### src/rtl/stage_sequencer.sv
// Four-phase stage generator with run/halt/single-step control and a retired-instruction counter.
// Latency: 4*STAGE_CYCLES cycles per instruction; first stage begins the cycle after run/step is sampled.
// Backpressure: ready=0 in a stage's final sub-cycle stretches that stage one cycle at a time.
`timescale 1ns/1ps

module stage_sequencer #(
  parameter int STAGE_CYCLES = 2,
  parameter int CNT_WIDTH    = 16
) (
  input  logic                 clk,
  input  logic                 reset,
  input  logic                 run,
  input  logic                 step,
  input  logic                 halt_req,
  input  logic                 ready,
  output logic [0:3]           is_stage,
  output logic [0:3]           stage_done,
  output logic                 running,
  output logic                 halt_lock,
  output logic [CNT_WIDTH-1:0] instr_count
);

  localparam int SUB_W = (STAGE_CYCLES > 1) ? $clog2(STAGE_CYCLES) : 1;
  localparam logic [SUB_W-1:0] SUB_LAST = SUB_W'(STAGE_CYCLES - 1);

  typedef enum logic [1:0] {
    HALTED = 2'd0,
    RUN    = 2'd1,
    STEP   = 2'd2
  } state_t;

  state_t           state;
  logic [SUB_W-1:0] sub;
  logic             halt_flag;  // sticky: a HLT was seen during the current instruction
  logic             last_sub;
  logic             advance;
  logic             boundary;

  // A stage completes on its final sub-cycle when memory is ready; halted never advances.
  assign last_sub   = (sub == SUB_LAST);
  assign advance    = last_sub & ready & (state != HALTED);
  assign stage_done = advance ? is_stage : 4'b0000;
  assign boundary   = advance & is_stage[3];

  // Sequencer state, stage rotation, halt handling and retire counter.
  always_ff @(posedge clk or posedge reset) begin
    if (reset) begin
      state       <= HALTED;
      is_stage    <= 4'b1000;
      sub         <= '0;
      running     <= 1'b0;
      halt_lock   <= 1'b0;
      halt_flag   <= 1'b0;
      instr_count <= '0;
    end else begin
      case (state)
        HALTED: begin
          // run has priority; a simultaneous step is simply dropped
          if (run && !halt_lock) begin
            state   <= RUN;
            running <= 1'b1;
          end else if (step) begin
            state   <= STEP;
            running <= 1'b1;
          end
        end
        RUN, STEP: begin
          if (halt_req) halt_flag <= 1'b1;
          if (!last_sub) begin
            sub <= sub + SUB_W'(1);
          end else if (ready) begin
            sub      <= '0;
            is_stage <= {is_stage[3], is_stage[0:2]};
          end
          if (boundary) begin
            instr_count <= instr_count + CNT_WIDTH'(1);
            // a HLT arriving in the very last cycle still counts for this boundary
            if (halt_flag || halt_req) begin
              state     <= HALTED;
              running   <= 1'b0;
              halt_lock <= 1'b1;
              halt_flag <= 1'b0;
            end else if (state == STEP || !run) begin
              state   <= HALTED;
              running <= 1'b0;
            end
          end
        end
        default: begin
          state   <= HALTED;
          running <= 1'b0;
        end
      endcase
      // releasing run always unlocks, overriding a lock set in the same cycle
      if (!run) halt_lock <= 1'b0;
    end
  end

endmodule

### config.mk
export PLATFORM = sky130hd
export DESIGN_NAME = stage_sequencer
export DESIGN_NICKNAME = d
export VERILOG_FILES = /design/src/rtl/stage_sequencer.sv
export SDC_FILE = /design/constraint.sdc
export NUM_CORES = 1
export LEC_CHECK = 0
export CAP_MARGIN = 10
export CORE_UTILIZATION = 65
export CTS_BUF_LIST = sky130_fd_sc_hd__clkbuf_16
export CTS_CLUSTER_DIAMETER = 120
export DETAILED_ROUTE_END_ITERATION = 7
export DONT_BUFFER_PORTS = 1
export HOLD_SLACK_MARGIN = 0.06
export PLACE_DENSITY = 0.82
export SKIP_LAST_GASP = 1
export SYNTH_ARGS = -nofsm -noshare
export SYNTH_HDL_FRONTEND = slang
export SYNTH_SLANG_ARGS = --single-unit
### constraint.sdc
create_clock -name clk -period 2.6 [get_ports clk]
set_clock_uncertainty 0.05 [all_clocks]
set_input_delay 0.13 -clock clk [delete_from_list [all_inputs] [get_ports clk]]
set_output_delay 0.13 -clock clk [all_outputs]
set_load 0.01 [all_outputs]
==> out/metrics.csv <==
metric,value,unit
avgSynthCellArea,11.6,um2
cp_data_required_time,2690,ps
slew_violations,0,
holdPathStages,3,
yosys-top-cells-area,"dfrtp_1 (51%), xnor2_1 (6.4%), mux2_2 (4.6%)",
num_vias,821,
fin_setup_tns,0,ps
num_io_pins,32,
p_total,0.00110,W
htree_levels,1,
max_freq,506,MHz
regToRegSetupSlack,620,ps
crit_fanout,10,
die_h,45.5,um
setup_ws,622,ps
min_from,halt_req,
drc_errors,0,
syn-num-nets,115,
path_clk_slew,60,ps
grt_start_max_net_pins,27,
cp_data_arrival_time,2070,ps
drt-initial-drc-count,7,
syn_inst,106,
final_cell_area,1400,um2
grtUsageTotal,0.244,
port_buffers,0,
dieArea,2070,um2
clk_latency,260,ps
grt-ovfl-total,0,
p_leak,0.676,nW
r2r_start,state[1],
dr.pass1.iters,4,
routed_via_density,5.95,
nNetsFinal,123,
rsz0062_at_grt,false,
routed_wl,2150,um
synthFlopType,dfrtp_1,
final_cell_mix,"dfrtp_1 (25), xnor2_1 (9), nand2_1 (8)",
crit_type,register to register,
place.gp.congestion,0.776,
diodes,0,
setup_violations,0,
cts_inserted_buffers,3,
synth_cell_types,29,
coreArea,1750,um2
finalHoldViolCount,0,
tightest_slew,947,ps
grt_pass1_wl,3550,um
critPathCaptureType,register,
synth_edf_count,0,
layout_commonest_cell,dfrtp_1,
syn2layout_area_growth,13.7,%
irDropWorstVdd,0.726,mV
start_kind,register,
period_needed,1980,ps
ys_seq_area_frac,0.531,
clock_path_buffers,2,
hold_path.class,primary input to register,
ant_nets,0,
cts_root_buf,clkbuf_16,
post-route-period-util,0.761,
postLayoutCoreUtil,0.801,
synth_top_cell_area_share,0.509,
r2r-end,instr_count[10],
place_ws,635,ps
cts_sinks,26,
async_reset_ff_frac,1.00,
grt_pass1_vias,885,
wl_per_cell,15.6,um
rows,15,
status,"finished, final reports clean",
initial_core_util,0.704,
cts_tree,built,
fp.dieW,45.5,um
max_slew_margin,0.368,
holdPathEnd,halt_lock,
synth_area,1230,um2
synth-seq-cells,26,
hpwlAfterDp,1440,um
cap_viol_max_count,0,
worstRegToRegCells,6,
yosysTopAreaCell,dfrtp_1,
antenna_found_initial,0,
ys_warn_count,0,
drive_gt1_frac,0.150,
placed_area,1250,um2
power_density,788,nW/um2
[state kept, by name, summed over array words and instances (netlist names)]
| register | count |
|---|---|
| halt_lock | 1 |
| running | 1 |
| instr_count | 16 |
| last_sub | 1 |
| is_stage | 4 |
| halt_flag | 1 |
| state | 2 |
[repair_timing]
item / in CTS / in global routing
endpoints found under the hold margin: 28 / 0
setup buffers: 0 / 0
gates resized for setup: 0 / 0
hold buffers: 4 / 0
[kinds of logic after synthesis]
family	synth area share
flip-flops	0.531
multiplexers	0.0458
XOR/XNOR	0.107
buffers and inverters	0.0244
AND/OR/NAND/NOR	0.209
adder cells (fa/ha/maj)	0.0306
AO/OA/AOI/OAI	0.0530
[synthesized netlist by cell type (2+ instances only)]
cell type,n
mux2_2,5
nor2_1,4
nand4_1,3
o21ai_0,2
nor3_1,3
a21oi_1,6
inv_1,6
nand3_1,6
xnor2_1,9
nand2b_1,2
nand2_1,8
dfrtp_1,25
o21a_1,2
ha_1,3
and2_1,3
xor2_1,6
[stage by stage]
step	cells	hold WS, ps
3_5_place_dp	130	206
6_report	138	81.0
3_3_place_gp	130	203
2_1_floorplan	106	119
4_1_cts	138	84.0
5_1_grt	138	118
[final cells by class]
class                   count  area, um2
inverters                   6       22.5
repair buffers              4       40.0
flip-flops and latches     26        652
well taps                  25       31.3
clock inverters             1       30.0
clock buffers               3       75.1
multi-input cells          73        547
fillers                   117        348
[how the worst max path moves through the flow]
stage	startpoint	endpoint	slack, ps	depth (start not counted)
final	state[1]	instr_count[10]	620	6
after detailed placement	state[1]	instr_count[10]	630	6
after CTS	state[1]	instr_count[10]	620	6
after global placement	state[0]	instr_count[10]	720	6
after floorplan	state[1]	instr_count[15]	850	7
after global routing	state[0]	state[0]	410	6
[routing by layer]
metal | vias to the layer above | track usage | share of wire
met5 | - | 0 | 0
met4 | 0 | 0.152 | 0.0093
met3 | 4 | 0.0873 | 0.051
met2 | 29 | 0.383 | 0.50
met1 | 408 | 0.282 | 0.44
li1 | 380 | - | -
[report_power, final]
group          total, W  leakage [nW]  internal (W)  switching, W
Sequential     0.000461         0.346      0.000434     0.0000266
Clock          0.000437        0.0511      0.000306      0.000131
Combinational  0.000204         0.279     0.0000821      0.000122
[critical path, stage by stage (launching register included)]
cell     delay (ps)
dfrtp_1         370
inv_1            50
ha_1            440
nand4_2         200
nor3_1          440
nand4_1         170
xnor2_1         150
Note: power is estimated with default switching activity, not from simulation.
